===== config.mk =====
export PLATFORM = sky130hd
export DESIGN_NAME = idex_stage
export DESIGN_NICKNAME = d
export VERILOG_FILES = /design/src/rtl/idex_stage.sv
export SDC_FILE = /design/constraint.sdc
export NUM_CORES = 1
export LEC_CHECK = 0
export CORE_MARGIN = 5
export CORE_UTILIZATION = 35
export DETAILED_ROUTE_END_ITERATION = 8
export HOLD_SLACK_MARGIN = 0.02
export PLACE_DENSITY = 0.72
export REMOVE_ABC_BUFFERS = 1
export SLEW_MARGIN = 20
export SYNTH_ARGS = -nofsm -noshare
export SYNTH_HDL_FRONTEND = slang
export SYNTH_SLANG_ARGS = --single-unit
export TNS_END_PERCENT = 100

===== constraint.sdc =====
create_clock -name clk -period 2.2 [get_ports clk]
set_input_delay 0.44 -clock clk [delete_from_list [all_inputs] [get_ports clk]]
set_output_delay 0.44 -clock clk [all_outputs]
set_load 0.05 [all_outputs]

===== src/rtl/idex_stage.sv =====
// -----------------------------------------------------------------------------
// idex_stage -- ID/EX pipeline register of the MIPS datapath.
//
// Captures register-file read data, sign-extended immediate, register indices,
// NPC and the decoded WB/M/EX control bundles on every rising clock edge.
// Detects load-use hazards against the instruction currently in ID, loading a
// bubble and asking IF/ID and the PC to hold for exactly one cycle.
//
// Per-edge priority: flush (bubble) > stall (hold) > hazard (bubble) > load.
//
// Optional feature macro: IDEX_STATS_EN
//   When defined, adds 32-bit saturating counters bubble_cnt (hazard bubbles)
//   and stall_cnt (edges with stall=1 and flush=0).
//
// Ports:
//   clk, rst_n          rising-edge clock, asynchronous active-low reset
//   stall, flush        downstream hold request / squash
//   id_valid            ID holds a real instruction
//   npc_in, readdat1, readdat2, signext_in   data paths (DATA_W)
//   rs_id, rt_id, rd_id register indices (REG_AW)
//   ctlwb_in, ctlm_in, ctlex_in              control bundles (2/3/4 bits)
//   ex_valid            EX holds a real instruction
//   npc_out, rdata1_out, rdata2_out, signext_out, rs_out, rt_out, rd_out,
//   ctlwb_out, ctlm_out, ctlex_out           registered copies
//   hazard_stall        combinational load-use detect
//   bubble_cnt, stall_cnt (IDEX_STATS_EN only)
// -----------------------------------------------------------------------------
module idex_stage #(
   parameter int DATA_W = 32,
   parameter int REG_AW = 5
) (
   input  logic              clk,
   input  logic              rst_n,
   input  logic              stall,
   input  logic              flush,
   input  logic              id_valid,
   input  logic [DATA_W-1:0] npc_in,
   input  logic [DATA_W-1:0] readdat1,
   input  logic [DATA_W-1:0] readdat2,
   input  logic [DATA_W-1:0] signext_in,
   input  logic [REG_AW-1:0] rs_id,
   input  logic [REG_AW-1:0] rt_id,
   input  logic [REG_AW-1:0] rd_id,
   input  logic [1:0]        ctlwb_in,
   input  logic [2:0]        ctlm_in,
   input  logic [3:0]        ctlex_in,
   output logic              ex_valid,
   output logic [DATA_W-1:0] npc_out,
   output logic [DATA_W-1:0] rdata1_out,
   output logic [DATA_W-1:0] rdata2_out,
   output logic [DATA_W-1:0] signext_out,
   output logic [REG_AW-1:0] rs_out,
   output logic [REG_AW-1:0] rt_out,
   output logic [REG_AW-1:0] rd_out,
   output logic [1:0]        ctlwb_out,
   output logic [2:0]        ctlm_out,
   output logic [3:0]        ctlex_out,
   output logic              hazard_stall
`ifdef IDEX_STATS_EN
   ,
   output logic [31:0]       bubble_cnt,
   output logic [31:0]       stall_cnt
`endif
);

   logic              ex_valid_r;
   logic [DATA_W-1:0] npc_r, rdata1_r, rdata2_r, signext_r;
   logic [REG_AW-1:0] rs_r, rt_r, rd_r;
   logic [1:0]        ctlwb_r;
   logic [2:0]        ctlm_r;
   logic [3:0]        ctlex_r;

   logic              hazard_s;
   logic              bubble_s;
   logic              load_s;
   logic [1:0]        ctlwb_nxt_s;
   logic [2:0]        ctlm_nxt_s;
   logic [3:0]        ctlex_nxt_s;

   // Load-use detect plus the per-edge action select.
   always_comb begin
      hazard_s    = 1'b0;
      bubble_s    = 1'b0;
      load_s      = 1'b0;
      ctlwb_nxt_s = 2'b00;
      ctlm_nxt_s  = 3'b000;
      ctlex_nxt_s = 4'b0000;
      // rt==0 is the hardwired zero register, so it can never create a hazard.
      if (ex_valid_r && ctlm_r[1] && (rt_r != {REG_AW{1'b0}}) && id_valid &&
          ((rt_r == rs_id) || (rt_r == rt_id))) begin
         hazard_s = 1'b1;
      end else begin
         hazard_s = 1'b0;
      end
      if (flush) begin
         bubble_s = 1'b1;
      end else if (stall) begin
         bubble_s = 1'b0;
      end else if (hazard_s) begin
         bubble_s = 1'b1;
      end else begin
         load_s = 1'b1;
      end
      // An invalid ID slot still carries data but must not carry controls.
      if (id_valid) begin
         ctlwb_nxt_s = ctlwb_in;
         ctlm_nxt_s  = ctlm_in;
         ctlex_nxt_s = ctlex_in;
      end else begin
         ctlwb_nxt_s = 2'b00;
         ctlm_nxt_s  = 3'b000;
         ctlex_nxt_s = 4'b0000;
      end
   end

   // Pipeline register: bubble clears everything, load captures, else hold.
   always_ff @(posedge clk or negedge rst_n) begin
      if (!rst_n) begin
         ex_valid_r <= 1'b0;
         npc_r      <= {DATA_W{1'b0}};
         rdata1_r   <= {DATA_W{1'b0}};
         rdata2_r   <= {DATA_W{1'b0}};
         signext_r  <= {DATA_W{1'b0}};
         rs_r       <= {REG_AW{1'b0}};
         rt_r       <= {REG_AW{1'b0}};
         rd_r       <= {REG_AW{1'b0}};
         ctlwb_r    <= 2'b00;
         ctlm_r     <= 3'b000;
         ctlex_r    <= 4'b0000;
      end else if (bubble_s) begin
         ex_valid_r <= 1'b0;
         npc_r      <= {DATA_W{1'b0}};
         rdata1_r   <= {DATA_W{1'b0}};
         rdata2_r   <= {DATA_W{1'b0}};
         signext_r  <= {DATA_W{1'b0}};
         rs_r       <= {REG_AW{1'b0}};
         rt_r       <= {REG_AW{1'b0}};
         rd_r       <= {REG_AW{1'b0}};
         ctlwb_r    <= 2'b00;
         ctlm_r     <= 3'b000;
         ctlex_r    <= 4'b0000;
      end else if (load_s) begin
         ex_valid_r <= id_valid;
         npc_r      <= npc_in;
         rdata1_r   <= readdat1;
         rdata2_r   <= readdat2;
         signext_r  <= signext_in;
         rs_r       <= rs_id;
         rt_r       <= rt_id;
         rd_r       <= rd_id;
         ctlwb_r    <= ctlwb_nxt_s;
         ctlm_r     <= ctlm_nxt_s;
         ctlex_r    <= ctlex_nxt_s;
      end else begin
         ex_valid_r <= ex_valid_r;
         npc_r      <= npc_r;
         rdata1_r   <= rdata1_r;
         rdata2_r   <= rdata2_r;
         signext_r  <= signext_r;
         rs_r       <= rs_r;
         rt_r       <= rt_r;
         rd_r       <= rd_r;
         ctlwb_r    <= ctlwb_r;
         ctlm_r     <= ctlm_r;
         ctlex_r    <= ctlex_r;
      end
   end

   assign ex_valid     = ex_valid_r;
   assign npc_out      = npc_r;
   assign rdata1_out   = rdata1_r;
   assign rdata2_out   = rdata2_r;
   assign signext_out  = signext_r;
   assign rs_out       = rs_r;
   assign rt_out       = rt_r;
   assign rd_out       = rd_r;
   assign ctlwb_out    = ctlwb_r;
   assign ctlm_out     = ctlm_r;
   assign ctlex_out    = ctlex_r;
   assign hazard_stall = hazard_s;

`ifdef IDEX_STATS_EN
   logic [31:0] bubble_cnt_r;
   logic [31:0] stall_cnt_r;

   function automatic logic [31:0] sat_inc(input logic [31:0] v);
      if (v == 32'hFFFF_FFFF) begin
         return v;
      end else begin
         return v + 32'd1;
      end
   endfunction

   // Saturating event counters; only hazard bubbles count, not flush bubbles.
   always_ff @(posedge clk or negedge rst_n) begin
      if (!rst_n) begin
         bubble_cnt_r <= 32'd0;
         stall_cnt_r  <= 32'd0;
      end else begin
         if (!flush && !stall && hazard_s) begin
            bubble_cnt_r <= sat_inc(bubble_cnt_r);
         end else begin
            bubble_cnt_r <= bubble_cnt_r;
         end
         if (stall && !flush) begin
            stall_cnt_r <= sat_inc(stall_cnt_r);
         end else begin
            stall_cnt_r <= stall_cnt_r;
         end
      end
   end

   assign bubble_cnt = bubble_cnt_r;
   assign stall_cnt  = stall_cnt_r;
`endif

endmodule


# Word level (Yosys, flattened, before mapping)

Cells that the tools add are included.

Equality and inequality tests: 2
Reductions and logical operators: 7
Mux-type cells: 32

Operator list:

| kind                | count |
|---|---|
| 32-bit two-way mux  | 8 |
| 5-bit two-way mux   | 6 |
| 4-bit two-way mux   | 3 |
| 5-bit equality test | 2 |
| 1-bit two-way mux   | 9 |
| 3-bit two-way mux   | 3 |
| 2-bit two-way mux   | 3 |
| 5-bit nonzero test  | 1 |
| 1-bit logical AND   | 4 |
| 2-bit nonzero test  | 1 |
| 1-bit logical OR    | 1 |

Input bits: 157
Output and inout bits: 154
Word-level logic and storage cells: 52
Register bits after elaboration: 153

# Logic depth before layout (Yosys ltp)

Depth after elaboration: 10
Gate-level depth with buffers: 8
Depth with buffers taken out: 6

# Worst setup path after synthesis

No wires, ideal clock.

Path type: register to output
From: register rt_r[3], in the netlist rt_out[3]
To: output hazard_stall
Stages on the path, launching flop included: 7
Data required time: 1760 ps
Setup slack: -44 ps
Arrival: 1804 ps
Path through: dfrtp_1 > or4_1 > o2111ai_2 > or2_1 > buf_6 > inv_2 > buf_6

Longest elaborated chain between the ends: 5

RTL lines:

| item                           | RTL line | RTL |
|---|---|---|
| from (decl)                    | 68       | `logic [REG_AW-1:0] rs_r, rt_r, rd_r;` |
| from (signal assigned)         | 125      | `rt_r <= {REG_AW{1'b0}};` |
| from (signal assigned)         | 137      | `rt_r <= {REG_AW{1'b0}};` |
| from (signal assigned)         | 149      | `rt_r <= rt_id;` |
| 5-bit nonzero test             | 89       | `if (ex_valid_r && ctlm_r[1] && (rt_r != {REG_AW{1'b0}}) && id_valid &&` |
| 1-bit logical AND (2 in a row) | 89       |  |
| 1-bit logical AND (*)          | 89       |  |
| 1-bit two-way mux (*)          | 89       |  |
| to (decl)                      | 58       | `output logic hazard_stall` |

Mark *: on every way between the ends. The rest lies on a longest branch, timed or not.

# Final worst setup path

From: register rt_r[4], in the netlist rt_out[4]
To: output hazard_stall

Same word-level chain as after synthesis.

==> impl_metrics.ini <==
[logic_synthesis]
syn_avg_cell_area_um2 = 14.5
syn_inst = 415
synth_warnings = 0
yosys.area.top_type = dfrtp_1
yosysTopAreaCellShare = 0.638
syn_area_um2 = 6000
ys_seq_area_frac = 0.638
async_flop_share = 1.00
ys_types = 27
ys.flop_type = dfrtp_1
synth.area.top_cells = dfrtp_1 64%, a32o_1 23%, buf_8 2.5%
synth-seq-cells = 153
synth_edf_count = 0

[global_routing]
antenna_found_initial = 0
grt_usage = 0.198
overflow = 0
grt_pass1_wl_um = 31200
grt_pass1_vias = 5482
grt_max_degree = 109

[pwr]
peakVddDrop_mv = 0.481
seqPwrFrac = 0.405
switchingPower_mw = 2.11
power_mw = 7.56
power_frac_comb = 0.210
power.density_nw_per_um2 = 758
p_clk_frac = 0.385
p_int_mw = 5.45
p_leak_nw = 4.19
switching_share = 0.279

[finish]
diodes = 0
layout_commonest_cell = clkdlybuf4s50_1
fillers = 1365
layout-drive-gt1-share = 0.0853
nNetsFinal = 872
final_cell_mix = 303 x clkdlybuf4s50_1, 153 x dfrtp_1, 138 x a32o_1
design_area_um2 = 9960
syn2layout_area_growth_pct = 66.1

[floorplan]
die_y_um = 141
core_area_um2 = 16700
rows = 47
dieArea_um2 = 19900
start_util = 0.359
die_w_um = 141
io_pins = 311

[timing]
slew_violations = 0
fin_setup_tns_ns = -0.140
fin_crit_ns = 2.34
final-hold-violation-count = 0
clock_skew_ns = 0.0111
tightestPinTransition_ns = 0.562
period_share = 1.06
setup_viol = 1
fin_ws_ns = -0.140
rsz0062_at_grt = yes
slew_headroom = 0.624
fmax_ghz = 0.427

[place]
io_buffer_count = 310
postPlaceCellArea_um2 = 9240
dp.final_hpwl_um = 13900
dp_slack_ns = -0.193
gp_congestion = 0.816

[critical_path]
crit_path_end_kind = output pin
critPathMaxStageDelay_ns = 0.54
worstPathRequired_ns = 1.76
r2r-start = rt_out[0]
critPathLaunchType = flop
rrSetupSlack_ns = 0.04
reg2reg_depth = 8
path_max_fanout = 2
worstPathArrival_ns = 1.90
cp_slowest_cell = or4_4
cpLargestDelayFamily = simple AND/OR/NAND/NOR gates
r2r_end = rdata1_out[30]
cp_cell_sequence = or4_4, o2111ai_4, or2_4, inv_4, buf_8
path_class = reg2out
worst-path-buf-inv = 2

[clock_tree]
path_clk_slew_ns = 0.06
numCtsBuffers = 17
cts_sinks = 153
cts-root-buf = clkbuf_16
clock_path_buffers = 2
h-tree-depth = 4
worst_skew_pair.late_latency_ns = 0.41
tritoncts = built

[route]
wl_per_cell_um = 21.5
wirelength_um = 20400
drcViolationCount = 0
via_count = 5238
viasPerCell = 5.53
drt_iter0_drc = 296
first_pass_iters = 5
antenna_left = 0

[status]
status = finished, violations left
violations = negative setup slack

[hold_path]
whs_endpoint = rs_out[3]
min_delay_path_depth = 2
hp-start = rs_out[3]
min_path_type = reg2reg

[job]
drv_cap = 0
-- through the flow --
step	util	std cells	hold slack, ns
after global placement	0.553	909	0.439
after floorplan	-	363	0.144
final	0.597	947	0.480
after detailed placement	0.553	909	0.446
after global routing	0.597	947	0.501
after CTS	0.592	946	0.483
-- state kept, by name (all words and copies together), names as in the netlist --
name,flops
ctlex_out,4
rdata1_out,32
npc_out,32
ctlwb_out,2
rt_out,5
ctlm_out,3
rdata2_out,32
rs_out,5
signext_out,32
rd_out,5
ex_valid,1
-- area by class of cell --
cell class,count,area (um2),share of cell area
clock buffer,24,502,0.0504
inverter,7,28.8,0.00289
clock inverter,7,90.1,0.00904
timing repair buffer,333,3410,0.342
tap,220,275,0.0276
sequential,153,3830,0.384
multi-input combinational,203,1830,0.184
-- synthesized netlist by cell type, types with 2 or more instances --
cell and number:
buf_2 2, inv_1 6, nand2_1 14, nor2_1 3, xor2_1 10, nand3_1 8, nor3_1 2, buf_6 4
o21ai_1 8, nor2b_1 2, dfrtp_1 153, a32o_1 138, nor3b_1 5, clkbuf_1 35, buf_8 10, o41ai_1 4
-- what timing repair did --
item,CTS,global route
hold endpoints to repair,53,0
pin swaps,2,4
hold buffers,1,0
gates resized for setup,3,11
endpoints found under the setup margin,1,110
gates cloned,0,1
setup buffers,5,0
-- tightest hold or removal path, stage by stage (launching register included) --
cell and delay (ns):
dfrtp_1 0.34, nand2_1 0.06, o41ai_2 0.05
-- cells by family (layout without fill, tap and decap cells) --
kind of cell           after synthesis  in the layout  synth area share
AND/OR/NAND/NOR                     37             37            0.0307
XOR/XNOR                            10             10            0.0146
AO/OA/AOI/OAI                      156            156             0.253
flip-flops                         153            153             0.638
buffers and inverters               59            371            0.0638
-- worst max-delay path by stage --
stage / from / end / slack (ns) / cells past startpoint
after floorplan: flush / rs_out[3] / -3.57 / 3
after global placement: rs_id[2] / hazard_stall / -0.14 / 7
after detailed placement: rs_id[3] / signext_out[0] / -0.19 / 7
after CTS: rt_out[4] / hazard_stall / -0.16 / 5
after global routing: rt_out[4] / hazard_stall / -0.19 / 5
final: rt_out[4] / hazard_stall / -0.14 / 5
-- layer usage --
layer | up-vias | track usage | wire, um
li1 | 2276 | - | -
met2 | 231 | 0.336 | 10500
met4 | 0 | 0.0943 | 719
met3 | 51 | 0.0474 | 1280
met1 | 2680 | 0.236 | 7910
met5 | - | 0 | 0
-- power by group through the flow --
stage | registers (mW) | logic (mW) | clock network [mW]
6_report | 3.06 | 1.59 | 2.91
5_1_grt | 3.08 | 1.66 | 3.09
4_1_cts | 3.06 | 1.59 | 2.97
3_5_place_dp | 3.11 | 1.58 | 0
3_3_place_gp | 3.10 | 1.56 | 0
2_1_floorplan | 3.65 | 0.241 | 0
(Power assumes the default switching activity.)
